<file path="config.mk">
export PLATFORM = sky130hd
export DESIGN_NAME = fifo_rd_stream
export DESIGN_NICKNAME = d
export VERILOG_FILES = /design/src/rtl/fifo_rd_stream.sv
export SDC_FILE = /design/constraint.sdc
export NUM_CORES = 1
export LEC_CHECK = 0
export ABC_AREA = 1
export CAP_MARGIN = 20
export CORE_MARGIN = 4
export CORE_UTILIZATION = 40
export CTS_BUF_LIST = sky130_fd_sc_hd__clkbuf_4
export CTS_CLUSTER_DIAMETER = 120
export CTS_CLUSTER_SIZE = 30
export DETAILED_ROUTE_END_ITERATION = 10
export PLACE_DENSITY = 0.66
export SLEW_MARGIN = 10
export SYNTH_ARGS = -nofsm -noshare
export SYNTH_HDL_FRONTEND = slang
export SYNTH_SLANG_ARGS = --single-unit
</file>
<file path="constraint.sdc">
create_clock -name clk -period 2.2 [get_ports clk]
set_clock_uncertainty 0.15 [all_clocks]
set_input_delay 0.44 -clock clk [delete_from_list [all_inputs] [get_ports clk]]
set_output_delay 0.44 -clock clk [all_outputs]
set_load 0.1 [all_outputs]
</file>
<file path="src/rtl/fifo_rd_stream.sv">
// fifo_rd_stream: read-side consumer for the 16x8 synchronous FIFO.
// Issues FIFO reads from registered state and FIFO flags only, captures the
// registered FIFO read data one cycle later into a 3-entry circular buffer,
// and presents the buffer head as a valid/ready stream. A small FSM provides
// enable and flush control.
// Optional feature macro: FIFO_RD_STATS_EN adds the rd_words transfer counter
// and the sticky err_underflow flag.
module fifo_rd_stream #(
    parameter int FIFO_WIDTH = 16,
    parameter int BUF_DEPTH  = 3
) (
    input  logic                  clk,
    input  logic                  rst_n,
    input  logic                  en,
    input  logic                  flush,
    input  logic                  fifo_empty,
    input  logic [FIFO_WIDTH-1:0] fifo_data_out,
    input  logic                  fifo_underflow,
    output logic                  fifo_rd_en,
    output logic                  m_valid,
    input  logic                  m_ready,
    output logic [FIFO_WIDTH-1:0] m_data,
    output logic                  busy,
    output logic                  flush_done
`ifdef FIFO_RD_STATS_EN
    ,
    output logic [15:0]           rd_words,
    output logic                  err_underflow
`endif
);

    typedef enum logic [1:0] {
        ST_IDLE  = 2'd0,
        ST_RUN   = 2'd1,
        ST_FLUSH = 2'd2
    } state_t;

    // The issue decision counts buffered words plus the one word in flight,
    // so the buffer can never be overrun even though m_ready is not consulted.
    localparam logic [2:0] BUF_LIMIT = 3'(BUF_DEPTH);

    // Circular pointer advance with wrap 2 -> 0.
    function automatic logic [1:0] ptr_inc(input logic [1:0] p);
        logic [1:0] r;
        if (p == 2'd2) begin
            r = 2'd0;
        end else begin
            r = p + 2'd1;
        end
        return r;
    endfunction

    state_t                state_q, state_d;
    logic [1:0]            occ_q, occ_d;
    logic [1:0]            head_q, head_d;
    logic [1:0]            tail_q, tail_d;
    logic                  inflight_q, inflight_d;
    logic                  flush_done_q, flush_done_d;
    logic [FIFO_WIDTH-1:0] buf_q [BUF_DEPTH];

    logic                  rd_en_s;
    logic                  m_valid_s;
    logic                  pop_s;
    logic                  capture_s;
    logic [2:0]            pending_s;
    logic [FIFO_WIDTH-1:0] head_data_s;

    assign pending_s = {1'b0, occ_q} + {2'b00, inflight_q};
    assign m_valid_s = (occ_q != 2'd0) && (state_q != ST_FLUSH);
    assign pop_s     = m_valid_s && m_ready;
    assign capture_s = inflight_q && (state_q != ST_FLUSH);

    // Read issue: RUN obeys buffer room, FLUSH drains regardless, IDLE never reads.
    always_comb begin
        rd_en_s = 1'b0;
        case (state_q)
            ST_RUN:   rd_en_s = en && !fifo_empty && (pending_s < BUF_LIMIT);
            ST_FLUSH: rd_en_s = !fifo_empty;
            default:  rd_en_s = 1'b0;
        endcase
    end

    // Buffer head selection for the stream data output.
    always_comb begin
        head_data_s = buf_q[0];
        case (head_q)
            2'd1:    head_data_s = buf_q[1];
            2'd2:    head_data_s = buf_q[2];
            default: head_data_s = buf_q[0];
        endcase
    end

    // Next-state logic: FSM transitions, pointer movement and occupancy.
    always_comb begin
        state_d      = state_q;
        occ_d        = occ_q;
        head_d       = head_q;
        tail_d       = tail_q;
        flush_done_d = 1'b0;
        inflight_d   = rd_en_s && !fifo_empty;

        if (capture_s) begin
            tail_d = ptr_inc(tail_q);
        end else begin
            tail_d = tail_q;
        end

        if (pop_s) begin
            head_d = ptr_inc(head_q);
        end else begin
            head_d = head_q;
        end

        case ({capture_s, pop_s})
            2'b10:   occ_d = occ_q + 2'd1;
            2'b01:   occ_d = occ_q - 2'd1;
            default: occ_d = occ_q;
        endcase

        case (state_q)
            ST_IDLE: begin
                if (flush) begin
                    state_d = ST_FLUSH;
                    occ_d   = 2'd0;
                    head_d  = 2'd0;
                    tail_d  = 2'd0;
                end else if (en) begin
                    state_d = ST_RUN;
                end else begin
                    state_d = ST_IDLE;
                end
            end
            ST_RUN: begin
                if (flush) begin
                    state_d = ST_FLUSH;
                    occ_d   = 2'd0;
                    head_d  = 2'd0;
                    tail_d  = 2'd0;
                end else if (!en) begin
                    state_d = ST_IDLE;
                end else begin
                    state_d = ST_RUN;
                end
            end
            ST_FLUSH: begin
                // Buffer stays empty; arriving words are dropped.
                occ_d  = 2'd0;
                head_d = 2'd0;
                tail_d = 2'd0;
                if (fifo_empty && !inflight_q) begin
                    state_d      = ST_IDLE;
                    flush_done_d = 1'b1;
                end else begin
                    state_d = ST_FLUSH;
                end
            end
            default: begin
                state_d = ST_IDLE;
                occ_d   = 2'd0;
                head_d  = 2'd0;
                tail_d  = 2'd0;
            end
        endcase
    end

    // Control state registers.
    always_ff @(posedge clk or negedge rst_n) begin
        if (!rst_n) begin
            state_q      <= ST_IDLE;
            occ_q        <= 2'd0;
            head_q       <= 2'd0;
            tail_q       <= 2'd0;
            inflight_q   <= 1'b0;
            flush_done_q <= 1'b0;
        end else begin
            state_q      <= state_d;
            occ_q        <= occ_d;
            head_q       <= head_d;
            tail_q       <= tail_d;
            inflight_q   <= inflight_d;
            flush_done_q <= flush_done_d;
        end
    end

    // Buffer storage: the in-flight FIFO word lands at the tail entry.
    always_ff @(posedge clk or negedge rst_n) begin
        if (!rst_n) begin
            for (int i = 0; i < BUF_DEPTH; i++) begin
                buf_q[i] <= {FIFO_WIDTH{1'b0}};
            end
        end else begin
            for (int i = 0; i < BUF_DEPTH; i++) begin
                if (capture_s && (tail_q == 2'(i))) begin
                    buf_q[i] <= fifo_data_out;
                end
            end
        end
    end

    assign fifo_rd_en = rd_en_s;
    assign m_valid    = m_valid_s;
    assign m_data     = head_data_s;
    assign busy       = (state_q != ST_IDLE) || inflight_q;
    assign flush_done = flush_done_q;

`ifdef FIFO_RD_STATS_EN
    logic [15:0] rd_words_q;
    logic        err_underflow_q;

    // Transfer counter (saturating, survives flush) and sticky underflow flag.
    always_ff @(posedge clk or negedge rst_n) begin
        if (!rst_n) begin
            rd_words_q      <= 16'h0000;
            err_underflow_q <= 1'b0;
        end else begin
            if (pop_s && (rd_words_q != 16'hFFFF)) begin
                rd_words_q <= rd_words_q + 16'h0001;
            end
            if (fifo_underflow) begin
                err_underflow_q <= 1'b1;
            end
        end
    end

    assign rd_words      = rd_words_q;
    assign err_underflow = err_underflow_q;
`else
    logic unused_underflow_s;
    assign unused_underflow_s = fifo_underflow;
`endif

endmodule

</file>
==> results of run 1 <==
## final cells by class
class                           count  area [um2]  share of cell area (%)
Clock inverter                      7        60.1                    1.49
Inverter                           33         124                    3.07
Tap cell                           77        96.3                    2.39
Clock buffer                        9        67.6                    1.67
Timing Repair Buffer               64         850                    21.0
Sequential cell                    58        1450                    36.0
Multi-Input combinational cell    218        1390                    34.4
## layer usage
| metal | vias to the layer above | part of all wire, % |
|---|---|---|
| li1 | 1167 | - |
| met3 | 4 | 4.1 |
| met5 | - | 0 |
| met4 | 0 | 0.66 |
| met1 | 1105 | 47 |
| met2 | 54 | 49 |
## cell families after synthesis
family	Yosys count	synth area share (%)
fa+ha+maj	10	4.64
flops	58	53.8
simple gates	138	20.3
buf+inv	49	7.47
compound gates	70	13.7
## final timing paths
path / startpoint / slack (ps) / to
worst max-delay path: head_q[1]$_DFFE_PN0P_ / -170 / m_data[0]
worst min-delay path: buf_q[43]$_DFFE_PN0P_ / 350 / buf_q[43]$_DFFE_PN0P_
worst max register to register: state_q[0]$_DFF_PN0_ / 290 / occ_q[1]$_DFFE_PN0P_
worst min register to register: buf_q[43]$_DFFE_PN0P_ / 350 / buf_q[43]$_DFFE_PN0P_
max in group asynchronous: rst_n / 1210 / buf_q[31]$_DFFE_PN0P_
min in group asynchronous: rst_n / 420 / buf_q[36]$_DFFE_PN0P_
## critical path, stage by stage, from the launching register on
cell	delay (ps)
sky130_fd_sc_hd__dfrtp_1	380
sky130_fd_sc_hd__inv_2	70
sky130_fd_sc_hd__ha_4	340
sky130_fd_sc_hd__buf_12	150
sky130_fd_sc_hd__nor2_1	70
sky130_fd_sc_hd__a31oi_4	180
sky130_fd_sc_hd__buf_12	200
## cells in the mapped netlist, drive strengths merged
cell type,instances
nand4,1
dfrtp,58
a31oi,16
inv,33
o21ai,49
nand3,7
nor3,3
buf,14
ha,10
a21oi,5
nand2,102
clkbuf,2
nor2,25
## repair_timing
action	in CTS	in global routing
hold endpoints to repair	58	0
hold buffers	1	0
endpoints found under the setup margin	17	18
resized for setup	20	6
pin swaps	17	1
buffers inserted	5	1
cloned	3	0
## where the power goes
| group | leakage, nW | internal, W | switching, W |
|---|---|---|---|
| Sequential | 0.614 | 0.00135 | 0.000169 |
| Combinational | 1.13 | 0.00116 | 0.00202 |
| Clock | 0.0722 | 0.000334 | 0.000398 |
## metrics by stage
step | setup WS [ps] | hold slack (ps) | TNS [ps] | utilization (%) | power, W
floorplan | 22.6 | -5.59 | 0 | - | 0.00363
global placement | 71.4 | 320 | 0 | 57.7 | 0.00462
detailed placement | 36.0 | 320 | 0 | 57.7 | 0.00466
CTS | -176 | 351 | -2580 | 61.9 | 0.00546
global route | -239 | 372 | -3690 | 62.5 | 0.00568
finish | -171 | 347 | -2460 | 62.5 | 0.00543
## sequential cells by signal (all words and copies together) (netlist names)
signal	cells
buf_q	48
head_q	2
occ_q	2
state_q	2
tail_q	2
flush_done	1
inflight_q	1
## cell usage in the layout, fill, tap and decap left out, types with 9 or more instances in the layout
| master | n |
|---|---|
| sky130_fd_sc_hd__clkbuf_4 | 9 |
| sky130_fd_sc_hd__dfrtp_1 | 58 |
| sky130_fd_sc_hd__buf_12 | 23 |
| sky130_fd_sc_hd__o21ai_1 | 48 |
| sky130_fd_sc_hd__buf_4 | 15 |
| sky130_fd_sc_hd__clkdlybuf4s50_1 | 20 |
| sky130_fd_sc_hd__nand2_1 | 98 |
| sky130_fd_sc_hd__inv_1 | 29 |
| sky130_fd_sc_hd__nor2_1 | 18 |
| sky130_fd_sc_hd__a31oi_4 | 16 |
==> flow_summary.ini, run 1 <==
[hold_path]
hold_depth = 2
holdCritPathClass = flop to flop

[final_layout]
final_design_area_no_fill_um2 = 4040
finalNetCount = 417
layout_overhead_on_the_synthesized_area_pct = 49.7
drive_above_1_share_pct = 24.4
layoutNonFillerInstCount = 466
final.fill_count = 534
antenna_cells = 0

[clock_tree]
cts-buffers-inserted = 9
clock-sinks = 58
cts_root_buf = sky130_fd_sc_hd__clkbuf_4
tritoncts_clock_tree = yes
cts.path.max_buffers = 2
cts.reportedPaths.clkPinSlew_ps = 100
cts.htree.levels = 3
worst_skew_late_latency_ps = 380

[global_route]
groute.layer.met1.usage_pct = 22.0
grt_busiest_layer = met2
grt_max_degree = 59
grt_pass1_wl_um = 11000
vias_in_the_first_global_route = 2296
global_route.usage.total_pct = 16.6
groute.layer.met2.usage_pct = 26.6
grt_use_met3_pct = 3.76
globalRouteOverflowTotal = 0
antenna_found_initial = 0

[flow_run]
timing.max_cap.violations = 0

[logic_synthesis]
synth_top_area_share_pct = 53.8
netlist_area_um2 = 2700
avgSynthCellArea_um2 = 8.30
synth.top_cells.by_area = sky130_fd_sc_hd__dfrtp_1 (54%), sky130_fd_sc_hd__nand2_1 (14%), sky130_fd_sc_hd__o21ai_1 (8.9%), sky130_fd_sc_hd__ha_1 (4.6%), sky130_fd_sc_hd__inv_1 (4.3%)
synth_warnings = 0
synth.net_count = 358
yosysUniqueCellTypes = 18
synth_top_cell_by_area = sky130_fd_sc_hd__dfrtp_1
postSynthRegisterBits = 58
syn-instance-count = 325
yosysSeqAreaShare_pct = 53.8

[status]
failing_checks = setup timing
outcome = finished with violations

[critical_path]
timing.reg2reg.worst_path_depth = 7
worstSetupPathType = flop to primary output
cp_data_arrival_time_ps = 1780
crit_path_end_kind = primary output
timing.critical_path.fanout_max = 12
critPathLaunchType = flop
worst-endpoint-required_ps = 1610

[sta]
maxClockFrequency_mhz = 422
timing.final.crit_period_ps = 2370
relSlewSlack_pct = 79.3
worstMarginPinSlew_ps = 311
unrepaired_setup_endpoints_after_global_routing = yes
slew_viol_final = 0
final_hold_viol_count = 0
setup_ws_ps = -171
finalSetupViolations = 17
fin_crit_sh_pct = 108

[placed_design]
gp_congestion = 0.790
dpl.hpwl_um = 4080
dpl.cell_count = 440
placed_inst_area_um2 = 3720
place.port_buffers = 41

[detailed_routing]
post_drt_wl_per_cell_um = 13.8
first_pass_iters = 4
postRouteAntennaNets = 0
vias_per_cell = 5.00
drt-total-wl_um = 6410
drcViolationCount = 0
drt_iter0_markers = 121
route.vias.total = 2330

[floorplan]
start_util_pct = 41.7
placeableCoreArea_um2 = 6460
floorplan.die.height_um = 90.1
die_w_um = 90.1
placementRows = 29
fp.dieArea_um2 = 8120
boundaryPins = 43

[pwr]
peakVddDrop_mv = 0.793
power.density_nw_per_um2 = 1340
leakagePower_nw = 1.82
Power figures use the tool's default switching activity.
==> inputs of run 2 (changes only) <==
--- a/config.mk
+++ b/config.mk
@@ -13,6 +13,7 @@
 export CTS_CLUSTER_DIAMETER = 120
 export CTS_CLUSTER_SIZE = 30
 export DETAILED_ROUTE_END_ITERATION = 10
+export GPL_TIMING_DRIVEN = 0
 export PLACE_DENSITY = 0.66
 export SLEW_MARGIN = 10
 export SYNTH_ARGS = -nofsm -noshare
==> flow_summary.ini, run 2 (same netlist as run 1, synthesis figures left out) <==
[critical_path]
cp_data_arrival_time_ps = 1840
critPathLaunchType = flop
timing.reg2reg.worst_path_depth = 7
worstSetupPathType = flop to primary output
crit_path_end_kind = primary output
timing.critical_path.fanout_max = 7
worst-endpoint-required_ps = 1610

[final_layout]
drive_above_1_share_pct = 30.4
finalNetCount = 424
largest-register = buf_q
largest_register_ff_count = 48
layout_commonest_cell = sky130_fd_sc_hd__nand2_1
final_design_area_no_fill_um2 = 4180
layoutNonFillerInstCount = 472
antenna_cells = 0
layout_overhead_on_the_synthesized_area_pct = 54.8
mostFrequentLayoutCells = sky130_fd_sc_hd__nand2_1 (89), sky130_fd_sc_hd__dfrtp_1 (58), sky130_fd_sc_hd__o21ai_1 (48)
final.fill_count = 521

[clock_tree]
tritoncts_clock_tree = yes
clock-sinks = 58
cts.htree.levels = 3
cts.reportedPaths.clkPinSlew_ps = 90
cts.path.max_buffers = 2
worst_skew_late_latency_ps = 400
cts-buffers-inserted = 9
cts_root_buf = sky130_fd_sc_hd__clkbuf_4

[floorplan]
die_w_um = 90.1
placementRows = 29
boundaryPins = 43
fp.dieArea_um2 = 8120
floorplan.die.height_um = 90.1
placeableCoreArea_um2 = 6460
start_util_pct = 41.7

[pwr]
power.density_nw_per_um2 = 1280
peakVddDrop_mv = 0.681
leakagePower_nw = 1.85
report.power.total_w = 0.00536

[sta]
maxClockFrequency_mhz = 412
unrepaired_setup_endpoints_after_global_routing = yes
timing.hold.ws_ps = 349
relSlewSlack_pct = 50.2
worstMarginPinSlew_ps = 747
finalSetupViolations = 17
timing.final.crit_period_ps = 2430
setup_tns_ps = -3260
final_hold_viol_count = 0
slew_viol_final = 0
fin_crit_sh_pct = 110
setup_ws_ps = -225

[detailed_routing]
postRouteAntennaNets = 0
drt_iter0_markers = 207
route.vias.total = 2422
vias_per_cell = 5.13
post_drt_wl_per_cell_um = 15.7
first_pass_iters = 5
drt-total-wl_um = 7430
drcViolationCount = 0

[global_route]
grt_pass1_wl_um = 12500
vias_in_the_first_global_route = 2508
global_route.usage.total_pct = 19.6
globalRouteOverflowTotal = 0
antenna_found_initial = 0
grt_max_degree = 59

[hold_path]
holdCritPathClass = flop to flop
hold_depth = 2

[flow_run]
timing.max_cap.violations = 0

[placed_design]
dpl.cell_count = 443
dpl.hpwl_um = 4670
place.port_buffers = 41
gp_congestion = 0.790
placed_inst_area_um2 = 3510

[status]
outcome = finished with violations
failing_checks = setup timing
run 2: cell count changes in the layout (fill, tap and decap cells not counted), sizes merged:
cell    previous run  this run
bufinv             1         0
buf               43        45
clkbuf             9        15
clkinv             6         5
run 2: path summary, 6_finish.rpt:
kind	end	from	slack [ps]
worst min register to register	buf_q[10]$_DFFE_PN0P_	buf_q[10]$_DFFE_PN0P_	350
worst min-delay path	buf_q[10]$_DFFE_PN0P_	buf_q[10]$_DFFE_PN0P_	350
worst max register to register	occ_q[1]$_DFFE_PN0P_	state_q[0]$_DFF_PN0_	160
max in group asynchronous	buf_q[41]$_DFFE_PN0P_	rst_n	910
worst max-delay path	m_data[15]	head_q[1]$_DFFE_PN0P_	-230
min in group asynchronous	buf_q[4]$_DFFE_PN0P_	rst_n	490
run 2: final cells by class:
cell class,count,area [um2],area share (%)
multi-input combinational,218,1470,35.3
clock buffer,10,75.1,1.80
tap,77,96.3,2.31
clock inverter,5,22.5,0.539
sequential,58,1450,34.8
buffer,15,155,3.72
inverter,33,124,2.97
timing repair buffer,56,778,18.6
run 2: per-layer routing:
layer	part of all wire (%)	global-route usage (%)
met5	0	0
met3	5.5	5.09
met1	44	25.3
met4	1.7	7.91
met2	49	31.4
run 2: critical path: stages (launching register included):
cell                        delay (ps)
sky130_fd_sc_hd__dfrtp_1           380
sky130_fd_sc_hd__inv_2              70
sky130_fd_sc_hd__ha_4              370
sky130_fd_sc_hd__clkbuf_16         190
sky130_fd_sc_hd__nor2_2             50
sky130_fd_sc_hd__a31oi_4           170
sky130_fd_sc_hd__buf_12            200
run 2: stage by stage:
stage                     setup slack (ps)  util [%]
after floorplan                       22.6         -
after global placement               -1320      54.4
after detailed placement              -885      54.4
after CTS                             -252      63.5
after global routing                  -320      64.6
final                                 -225      64.6
run 2: repair_timing:
item / in CTS / in global routing
hold buffers: 1 / 0
setup endpoints to repair: 20 / 21
gates resized for setup: 210 / 21
pin swaps: 13 / 8
endpoints found under the hold margin: 58 / 0
setup buffers: 10 / 0
cloned: 3 / 1
run 2: where the power goes:
group / internal [W] / switching, W
registers: 0.00135 / 0.000215
clock network: 0.000226 / 0.000375
logic: 0.00115 / 0.00205
==> inputs of run 3 (changes only) <==
--- a/config.mk
+++ b/config.mk
@@ -8,13 +8,13 @@
 export ABC_AREA = 1
 export CAP_MARGIN = 20
 export CORE_MARGIN = 4
-export CORE_UTILIZATION = 40
+export CORE_UTILIZATION = 55
 export CTS_BUF_LIST = sky130_fd_sc_hd__clkbuf_4
 export CTS_CLUSTER_DIAMETER = 120
 export CTS_CLUSTER_SIZE = 30
 export DETAILED_ROUTE_END_ITERATION = 10
 export GPL_TIMING_DRIVEN = 0
-export PLACE_DENSITY = 0.66
+export PLACE_DENSITY = 0.86
 export SLEW_MARGIN = 10
 export SYNTH_ARGS = -nofsm -noshare
 export SYNTH_HDL_FRONTEND = slang
==> constraint.sdc (replaced) <==
create_clock -name clk -period 2.2 [get_ports clk]
set_clock_uncertainty 0.15 [all_clocks]
set_input_delay 0.55 -clock clk [delete_from_list [all_inputs] [get_ports clk]]
set_output_delay 0.55 -clock clk [all_outputs]
set_load 0.1 [all_outputs]
==> flow_summary.ini, run 3 (same netlist as run 1, synthesis figures left out) <==
[status]
outcome = finished with violations
failing_checks = setup timing

[sta]
final_hold_viol_count = 0
relSlewSlack_pct = 50.7
worstMarginPinSlew_ps = 740
slew_viol_final = 0
fin_crit_sh_pct = 118
maxClockFrequency_mhz = 386
setup_ws_ps = -391
timing.final.crit_period_ps = 2590
timing.hold.ws_ps = 23.9
finalSetupViolations = 17
unrepaired_setup_endpoints_after_global_routing = yes

[pwr]
power.share.combinational_pct = 57.8
power.internal_w = 0.00291
power.density_nw_per_um2 = 1330
relative_contribution_of_sequential_cells_to_total_power_pct = 28.0
leakagePower_nw = 1.92
net-switching-power_w = 0.00287
p_sw_share_pct = 49.6
clock_power_share_pct = 14.2
peakVddDrop_mv = 1.05

[detailed_routing]
drt_iter0_markers = 484
postRouteAntennaNets = 0
vias_per_cell = 6.19
route.vias.total = 2891
drcViolationCount = 0
post_drt_wl_per_cell_um = 22.3
first_pass_iters = 5
drt-total-wl_um = 10400

[floorplan]
start_util_pct = 57.1
floorplan.die.height_um = 78.0
die_w_um = 78.0
fp.dieArea_um2 = 6090
placeableCoreArea_um2 = 4720
placementRows = 25
boundaryPins = 43

[critical_path]
crit_path_max_incr_delay_ps = 410
critical-path-top-delay-family = buffers and inverters
rr_endpoint = occ_q[1]$_DFFE_PN0P_
worst-path-buf-inv = 3
setup.reg_to_reg.worst_slack_ps = 140
worst-endpoint-required_ps = 1500
highest_delay_cell_along_the_critical_path = sky130_fd_sc_hd__dfrtp_1
cp_data_arrival_time_ps = 1890
crit_path_end_kind = primary output
timing.reg2reg.worst_path_depth = 6
critPathLaunchType = flop
crit_path_cell_trace = inv_2 > ha_4 > buf_4 > nand2_1 > a31oi_4 > buf_12
timing.critical_path.fanout_max = 6
worstSetupPathType = flop to primary output
rr_startpoint = state_q[1]$_DFF_PN0_

[final_layout]
final_util_pct = 91.7
final.fill_count = 169
layout_commonest_cell = sky130_fd_sc_hd__nand2_1
largest-register = buf_q
drive_above_1_share_pct = 36.0
finalNetCount = 428
largest_register_ff_count = 48
antenna_cells = 0
mostFrequentLayoutCells = sky130_fd_sc_hd__nand2_1 (74), sky130_fd_sc_hd__dfrtp_1 (58), sky130_fd_sc_hd__o21ai_1 (48)
layout_overhead_on_the_synthesized_area_pct = 60.7

[global_route]
globalRouteOverflowTotal = 0
vias_in_the_first_global_route = 3034
grt_max_degree = 59
antenna_found_initial = 0
global_route.usage.total_pct = 34.0
grt_pass1_wl_um = 15500

[placed_design]
place.port_buffers = 41
gp_congestion = 0.794
dpl.hpwl_um = 4660
preCtsSetupSlack_ps = -1030

[hold_path]
holdCritPathClass = primary input to asynchronous set/reset pin

[clock_tree]
worst_skew_late_latency_ps = 420
cts.reportedPaths.clkPinSlew_ps = 110
cts_hold_buf = 0
cts.htree.levels = 3
cts_root_buf = sky130_fd_sc_hd__clkbuf_4
clock-sinks = 58
tritoncts_clock_tree = yes
cts.path.max_buffers = 2
cts-buffers-inserted = 9

[flow_run]
timing.max_cap.violations = 0
[run 3: cell types whose count changed in the layout (fill, tap and decap cells not counted), sizes merged]
cell           delta
dlygate4sd3       -1
clkdlybuf4s15     +1
buf               +5
clkinv            -3
bufinv            +1
clkbuf            +2
[run 3: routing by layer]
metal | global-route usage (%) | wire (um) | up-vias
met5 | 0 | 0 | -
met4 | 21.5 | 626 | 0
met3 | 7.68 | 987 | 73
met2 | 57.8 | 5020 | 239
met1 | 38.7 | 3800 | 1388
li1 | - | - | 1191
[run 3: area by class of cell]
type	count	area, um2	share of cell area, %
clock inverters	3	40.0	0.924
repair buffers	60	828	19.1
clock buffers	13	97.6	2.25
flip-flops and latches	58	1450	33.5
well taps	67	83.8	1.93
inverters	33	124	2.86
multi-input cells	218	1540	35.6
plain buffers	15	165	3.81
[run 3: how the worst max path moves through the flow]
stage / startpoint / end / depth (start not counted)
after floorplan: inflight_q$_DFF_PN0_ / fifo_rd_en / 5
after global placement: rst_n / buf_q[25]$_DFFE_PN0P_ / 1
after detailed placement: en / fifo_rd_en / 4
after CTS: head_q[1]$_DFFE_PN0P_ / m_data[12] / 8
after global routing: head_q[1]$_DFFE_PN0P_ / m_data[8] / 7
final: head_q[1]$_DFFE_PN0P_ / m_data[13] / 6
[run 3: power by group through the flow]
stage                     clock, W  sequential (W)  combinational, W
after floorplan                  0         0.00154           0.00212
after global placement           0         0.00152           0.00263
after detailed placement         0         0.00153           0.00268
after CTS                 0.000787         0.00152           0.00316
after global routing      0.000871         0.00164           0.00345
final                     0.000819         0.00162           0.00334
[run 3: metrics by stage]
| step | cells | cell area, um2 | total power (W) | TNS (ps) |
|---|---|---|---|---|
| 2_1_floorplan | 325 | 3100 | 0.00365 | -661 |
| 3_3_place_gp | 433 | 3590 | 0.00415 | -94260 |
| 3_5_place_dp | 433 | 3590 | 0.00421 | -15380 |
| 4_1_cts | 464 | 4210 | 0.00546 | -5330 |
| 5_1_grt | 467 | 4330 | 0.00595 | -6780 |
| 6_report | 467 | 4330 | 0.00578 | -6170 |
[run 3: timing repair]
action,4_1_cts,5_1_grt
buffers inserted,13,3
pin swaps,10,11
setup endpoints to repair,20,19
gates cloned,3,1
gates resized for setup,205,24
[run 3: worst reg2reg max path, cell delays in order, from the launching register on]
cell,delay (ps)
sky130_fd_sc_hd__dfrtp_1,430
sky130_fd_sc_hd__ha_2,250
sky130_fd_sc_hd__nor3_1,440
sky130_fd_sc_hd__ha_1,330
sky130_fd_sc_hd__nor3_1,240
sky130_fd_sc_hd__nand3_1,100
sky130_fd_sc_hd__nand2_1,70
